$ cat src/rtl/mips_pkg.sv
// mips_pkg: shared MIPS core constants (next-PC source encoding, NOP) and fetch FSM state type.
package mips_pkg;
  localparam logic [2:0] PCSRC_PLUS4 = 3'd0;
  localparam logic [2:0] PCSRC_BT = 3'd1;
  localparam logic [2:0] PCSRC_JT = 3'd2;
  localparam logic [2:0] PCSRC_JR = 3'd3;
  localparam logic [31:0] INSTR_NOP = 32'h0;
  typedef enum logic [1:0] {IDLE, WAIT, DROP} fetch_state_e;
endpackage

$ cat src/rtl/fetch_skid_buf.sv
// fetch_skid_buf: one-entry holding register for a fetched word and its PC+4.
module fetch_skid_buf
  import mips_pkg::*;
(
  input  logic        clk_i,
  input  logic        rst_ni,
  input  logic        clear_i,
  input  logic        load_i,
  input  logic        drain_i,
  input  logic [31:0] instr_i,
  input  logic [31:0] pc_plus4_i,
  output logic        full_o,
  output logic [31:0] instr_o,
  output logic [31:0] pc_plus4_o
);
  logic full_q, full_d;
  logic [31:0] instr_q, pc_plus4_q;
  always_comb full_d = clear_i ? 1'b0 : load_i ? 1'b1 : drain_i ? 1'b0 : full_q;
  always_ff @(posedge clk_i) begin
    if (!rst_ni) begin
      full_q <= 1'b0;
      instr_q <= INSTR_NOP;
      pc_plus4_q <= '0;
    end else begin
      full_q <= full_d;
      if (load_i) begin
        instr_q <= instr_i;
        pc_plus4_q <= pc_plus4_i;
      end
    end
  end
  assign full_o = full_q;
  assign instr_o = instr_q;
  assign pc_plus4_o = pc_plus4_q;
endmodule

$ cat src/rtl/fetch_stage.sv
// fetch_stage: MIPS instruction fetch with one outstanding imem request, redirects and a skid buffer.
// Define FETCH_ALIGN_CHK_EN to flag misaligned redirect targets on misalign_err_o.
module fetch_stage
  import mips_pkg::*;
#(
  parameter logic [31:0] RESET_PC = 32'h0000_3000
) (
  input  logic        clk_i,
  input  logic        rst_ni,
  input  logic        stall_i,
  input  logic [2:0]  pc_src_sel_i,
  input  logic        branch_taken_i,
  input  logic [31:0] branch_target_i,
  input  logic [31:0] jump_target_i,
  input  logic [31:0] jr_target_i,
  output logic        imem_req_o,
  output logic [31:0] imem_addr_o,
  input  logic        imem_rvalid_i,
  input  logic [31:0] imem_rdata_i,
  output logic        if_id_valid_o,
  output logic [31:0] if_id_instr_o,
  output logic [31:0] if_id_pc_plus4_o,
  output logic        misalign_err_o
);
  fetch_state_e state_q, state_d;
  logic [31:0] pc_q, pc_d, req_pc4_q, req_pc4_d, raw_target, target;
  logic redirect, deliver, issue, buf_load, buf_drain, buf_full;
  logic [31:0] buf_instr, buf_pc4;
  logic ifv_q, ifv_d;
  logic [31:0] ifi_q, ifi_d, ifp_q, ifp_d;
  assign redirect = (pc_src_sel_i == PCSRC_JT) | (pc_src_sel_i == PCSRC_JR) |
                    ((pc_src_sel_i == PCSRC_BT) & branch_taken_i);
  assign raw_target = (pc_src_sel_i == PCSRC_BT) ? branch_target_i :
                      (pc_src_sel_i == PCSRC_JT) ? jump_target_i : jr_target_i;
  assign target = raw_target & ~32'h3;
  // A returning word goes straight to IF/ID unless stalled (buffer) or redirected (dropped).
  assign deliver = (state_q == WAIT) & imem_rvalid_i & !stall_i & !redirect;
  assign buf_load = (state_q == WAIT) & imem_rvalid_i & stall_i & !redirect;
  assign buf_drain = buf_full & !stall_i & !redirect;
  assign issue = rst_ni & !buf_full & (deliver | ((state_q == IDLE) & !stall_i & !redirect));
  fetch_skid_buf u_skid (
    .clk_i     (clk_i),
    .rst_ni    (rst_ni),
    .clear_i   (redirect),
    .load_i    (buf_load),
    .drain_i   (buf_drain),
    .instr_i   (imem_rdata_i),
    .pc_plus4_i(req_pc4_q),
    .full_o    (buf_full),
    .instr_o   (buf_instr),
    .pc_plus4_o(buf_pc4)
  );
  always_comb begin
    state_d = state_q;
    unique case (state_q)
      IDLE:    state_d = issue ? WAIT : IDLE;
      WAIT:    state_d = !imem_rvalid_i ? (redirect ? DROP : WAIT) : (issue ? WAIT : IDLE);
      DROP:    state_d = imem_rvalid_i ? IDLE : DROP;
      default: state_d = IDLE;
    endcase
    pc_d = redirect ? target : issue ? pc_q + 32'd4 : pc_q;
    req_pc4_d = issue ? pc_q + 32'd4 : req_pc4_q;
    ifv_d = redirect ? 1'b0 : (deliver | buf_drain) ? 1'b1 : stall_i ? ifv_q : 1'b0;
    ifi_d = redirect ? INSTR_NOP : deliver ? imem_rdata_i : buf_drain ? buf_instr :
            stall_i ? ifi_q : INSTR_NOP;
    ifp_d = redirect ? 32'h0 : deliver ? req_pc4_q : buf_drain ? buf_pc4 :
            stall_i ? ifp_q : 32'h0;
  end
  always_ff @(posedge clk_i) begin
    if (!rst_ni) begin
      state_q <= IDLE;
      pc_q <= RESET_PC;
      req_pc4_q <= '0;
      ifv_q <= 1'b0;
      ifi_q <= INSTR_NOP;
      ifp_q <= '0;
    end else begin
      state_q <= state_d;
      pc_q <= pc_d;
      req_pc4_q <= req_pc4_d;
      ifv_q <= ifv_d;
      ifi_q <= ifi_d;
      ifp_q <= ifp_d;
    end
  end
  assign imem_req_o = issue;
  assign imem_addr_o = pc_q;
  assign if_id_valid_o = ifv_q;
  assign if_id_instr_o = ifi_q;
  assign if_id_pc_plus4_o = ifp_q;
`ifdef FETCH_ALIGN_CHK_EN
  logic misalign_q;
  always_ff @(posedge clk_i) begin
    if (!rst_ni) misalign_q <= 1'b0;
    else if (redirect && raw_target[1:0] != 2'b00) misalign_q <= 1'b1;
  end
  assign misalign_err_o = misalign_q;
`else
  assign misalign_err_o = 1'b0;
`endif
endmodule
$ cat config.mk
export PLATFORM = sky130hd
export DESIGN_NAME = fetch_stage
export DESIGN_NICKNAME = d
export VERILOG_FILES = /design/src/rtl/mips_pkg.sv /design/src/rtl/fetch_skid_buf.sv /design/src/rtl/fetch_stage.sv
export SDC_FILE = /design/constraint.sdc
export NUM_CORES = 1
export LEC_CHECK = 0
export ABC_AREA = 1
export CELL_PAD_IN_SITES_DETAIL_PLACEMENT = 1
export CELL_PAD_IN_SITES_GLOBAL_PLACEMENT = 1
export CORE_ASPECT_RATIO = 0.8
export CORE_MARGIN = 2
export CORE_UTILIZATION = 34
export DETAILED_ROUTE_END_ITERATION = 7
export PLACE_DENSITY = 0.82
export SLEW_MARGIN = 20
export SYNTH_ARGS = -nofsm -noshare
export SYNTH_HDL_FRONTEND = slang
export SYNTH_HIERARCHICAL = 1
export SYNTH_SLANG_ARGS = --single-unit
export TNS_END_PERCENT = 1
$ cat constraint.sdc
create_clock -name clk_i -period 2.02 [get_ports clk_i]
set_clock_uncertainty 0.1 [all_clocks]
set_input_delay 0.202 -clock clk_i [delete_from_list [all_inputs] [get_ports clk_i]]
set_output_delay 0.202 -clock clk_i [all_outputs]
set_load 0.01 [all_outputs]
==> results.yml <==
yosys:
  synth_top_area_share_pct: 43.36
  ys_seq_elements: 192
  netlist_instances: 1280
  ys_seq_area_share_pct: 43.36
  avgSynthCellArea_um2: 6.926
  synthDistinctLibCells: 38
  ys.warnings.count: 6
  synth_edf_count: 0
  synth_area_um2: 8865
  synth_area_leader_cell: "dfxtp_1"
  synth_area_leaders: "dfxtp_1 (43%), nand2_1 (18%), nor2_1 (7.6%)"
  ys.flop_type: "dfxtp_1"
  async_reset_ff_share_pct: 0
pwr:
  p_clk_share_pct: 40.8
  p_leak_nw: 4.653
  seq_power_share_pct: 46.5
  combPwrFrac_pct: 12.7
  power.total_w: 0.008587
  swShare_pct: 25.62
  power.density_nw_per_um2: 695.5
  switchingPower_w: 0.002200
  p_int_w: 0.006387
  irDropWorstVdd_mv: 0.5833
min_path:
  hold_path.class: "input port to flip-flop"
cells_and_area:
  fillerInstances: 3179
  nets: 1640
  instances_no_fill: 1867
  multi_input_area_um2: 4419
  final_cell_mix: "nand2_1 (420), clkdlybuf4s50_1 (222), dfxtp_1 (191), nor2_1 (176), nand3_1 (74)"
  drive_gt1_share_pct: 11.29
  ff_latch_area_um2: 3845
  layout_commonest_cell: "nand2_1"
  final_area_um2: 12350
  synthToLayoutAreaGrowth_pct: 39.28
placed_design:
  dp_cells: 1834
  dpl.hpwl_um: 22710
  gp_congestion: 0.9835
  dpl_cell_area_um2: 11730
  io_buffers: 225
  place_ws_ns: -0.1549
sta:
  whs_ns: 0.1582
  max_slew_margin_pct: 48.33
  finalHoldViolCount: 0
  max_freq_ghz: 0.5157
  fin_crit_sh_pct: 95.99
  setup_viol: 0
  rsz0062_at_grt: "yes"
  final.setup.worst_slack_ns: 0.08101
  worst-slew-pin-transition_ns: 0.7750
  final-max-slew-violation-count: 0
  layout_min_cycle_time_ns: 1.939
clocking:
  cts_tree: "built"
  clock_path_buffers: 2
  path_clk_slew_ns: 0.07
  h-tree-depth: 4
  cts_sinks: 192
  insertion_delay_ns: 0.44
  cts_buffers: 17
  cts_root_buf: "clkbuf_16"
routing:
  drc_errors: 0
  antenna_left: 0
  drt-initial-drc-count: 539
  vias: 9393
  via_per_inst: 5.031
  avgRoutedWirePerCell_um: 16.85
  dr.pass1.iters: 4
  drt_wl_total_um: 31460
run:
  drv_cap: 0
worst_setup_path:
  path_class: "flip-flop to flip-flop"
  crit_required_ns: 2.30
  critical_path.most_common_cell: "nand2_1"
  cp_max_fo: 4
  crit_chain: "ha_1 -> nand3_2 -> inv_1 -> nand2_1 -> inv_2 -> nand2_1 -> nand2_1 -> nand3_1 -> nand3_1 -> nand2_1 -> inv_1"
  arrival_ns: 2.22
  max_stage_delay_ns: 0.36
  cp-end-kind: "flip-flop"
  crit_path_start_kind: "flip-flop"
  critPathSlowestCell: "dfxtp_1"
global_route:
  grt_first_pass_wirelength_um: 50270
  antenna_found_initial: 0
  grtUsageTotal_pct: 23.28
  grt_pass1_vias: 9549
  grt_max_degree: 73
  grt_overflow: 0
floorplanning:
  io_pins: 235
  design.die.area_um2: 27390
  rows: 52
  initial_utilization_pct: 34.85
  die_h_um: 148.4
  die_w_um: 184.5
  core_area_um2: 25440
run_status:
  outcome: "completed"
==> power by group through the flow <==
stage / registers [W] / clock network (W) / logic (W)
finish: 0.00399 / 0.00351 / 0.00109
global route: 0.00401 / 0.00371 / 0.00119
CTS: 0.00399 / 0.00358 / 0.00110
detailed placement: 0.00408 / 0 / 0.00109
global placement: 0.00407 / 0 / 0.00106
floorplan: 0.00407 / 0 / 0.000465
==> metrics by stage <==
stage          utilization (%)  setup TNS (ns)
6_report                 48.53               0
5_1_grt                  48.52       -0.004178
4_1_cts                  48.48               0
3_5_place_dp             46.09          -5.709
3_3_place_gp             46.09          -1.233
2_1_floorplan                -               0
==> cell families (layout without fill, tap and decap cells) <==
logic type      count (synthesis)  count (layout)  share of synthesized area, %
fa+ha+maj                       1               1                        0.1411
xor+xnor                        9               9                        0.8891
simple gates                  744             744                         34.75
flops                         192             192                         43.36
other cells                     1               6                       0.04230
buf+inv                       131             362                         7.269
compound gates                202             202                         13.55
==> final cells by class <==
| class | instances | share of cell area (%) |
|---|---|---|
| inverters | 51 | 1.581 |
| diodes | 1 | 0.02027 |
| clock inverters | 13 | 1.317 |
| well taps | 351 | 3.557 |
| multi-input cells | 961 | 35.79 |
| clock buffers | 18 | 3.476 |
| flip-flops and latches | 192 | 31.14 |
| repair buffers | 280 | 23.12 |
==> sequential cells by signal, indices dropped and copies added (netlist names) <==
signal             cells
if_id_pc_plus4_o      32
state_q                2
req_pc4_q             30
u_skid/full_o          1
if_id_instr_o         32
u_skid/instr_o        32
u_skid/pc_plus4_o     32
if_id_valid_o          1
imem_addr_o           30
==> per-layer routing <==
layer  global-route usage, %  vias up  part of all wire, %
met5                       0        -                    0
met3                   3.575       32                  3.8
li1                        -     4588                    -
met1                   30.82     4603                   47
met4                   6.320        0                  1.6
met2                   39.49      170                   48
==> worst paths after layout <==
| check | startpoint | end | slack (ns) | cells after the start |
|---|---|---|---|---|
| worst max-delay path | imem_addr_o[2]$_SDFFE_PN0P_ | imem_addr_o[14]$_SDFFE_PN0P_ | 0.08 | 11 |
| worst min-delay path | rst_ni | imem_addr_o[31]$_SDFFE_PN0P_ | 0.16 | 5 |
| worst max register to register | imem_addr_o[2]$_SDFFE_PN0P_ | imem_addr_o[14]$_SDFFE_PN0P_ | 0.08 | 11 |
| worst min register to register | if_id_pc_plus4_o[1]$_SDFFE_PP0P_ | if_id_pc_plus4_o[1]$_SDFFE_PP0P_ | 0.37 | 2 |
==> what timing repair did <==
action	4_1_cts	5_1_grt
buffers inserted	1	0
endpoints found under the setup margin	2	12
hold buffers	0	0
pin swaps	1	0
gates resized for setup	3	6
==> critical path: cells and delay by family, from the launching register on <==
family,cells,cell delay [ns]
fa+ha+maj,1,0.22
buf+inv,3,0.35
flops,1,0.36
simple gates,7,0.85
==> synth_stat cells, types with 3 or more instances <==
master	n
clkbuf_1	28
nand3b_1	4
inv_2	4
a31oi_1	64
nand4_1	6
nand2_1	420
inv_1	45
a21oi_1	49
buf_6	4
clkbuf_2	5
nor2_2	24
o21ai_0	68
nand3_1	75
nor2_1	179
nand2_2	4
buf_4	12
o211ai_1	6
buf_8	3
dfxtp_1	192
xor2_1	5
xnor2_1	4
a31oi_2	10
or2_2	28
buf_2	27
Power figures use the tool's default switching activity.
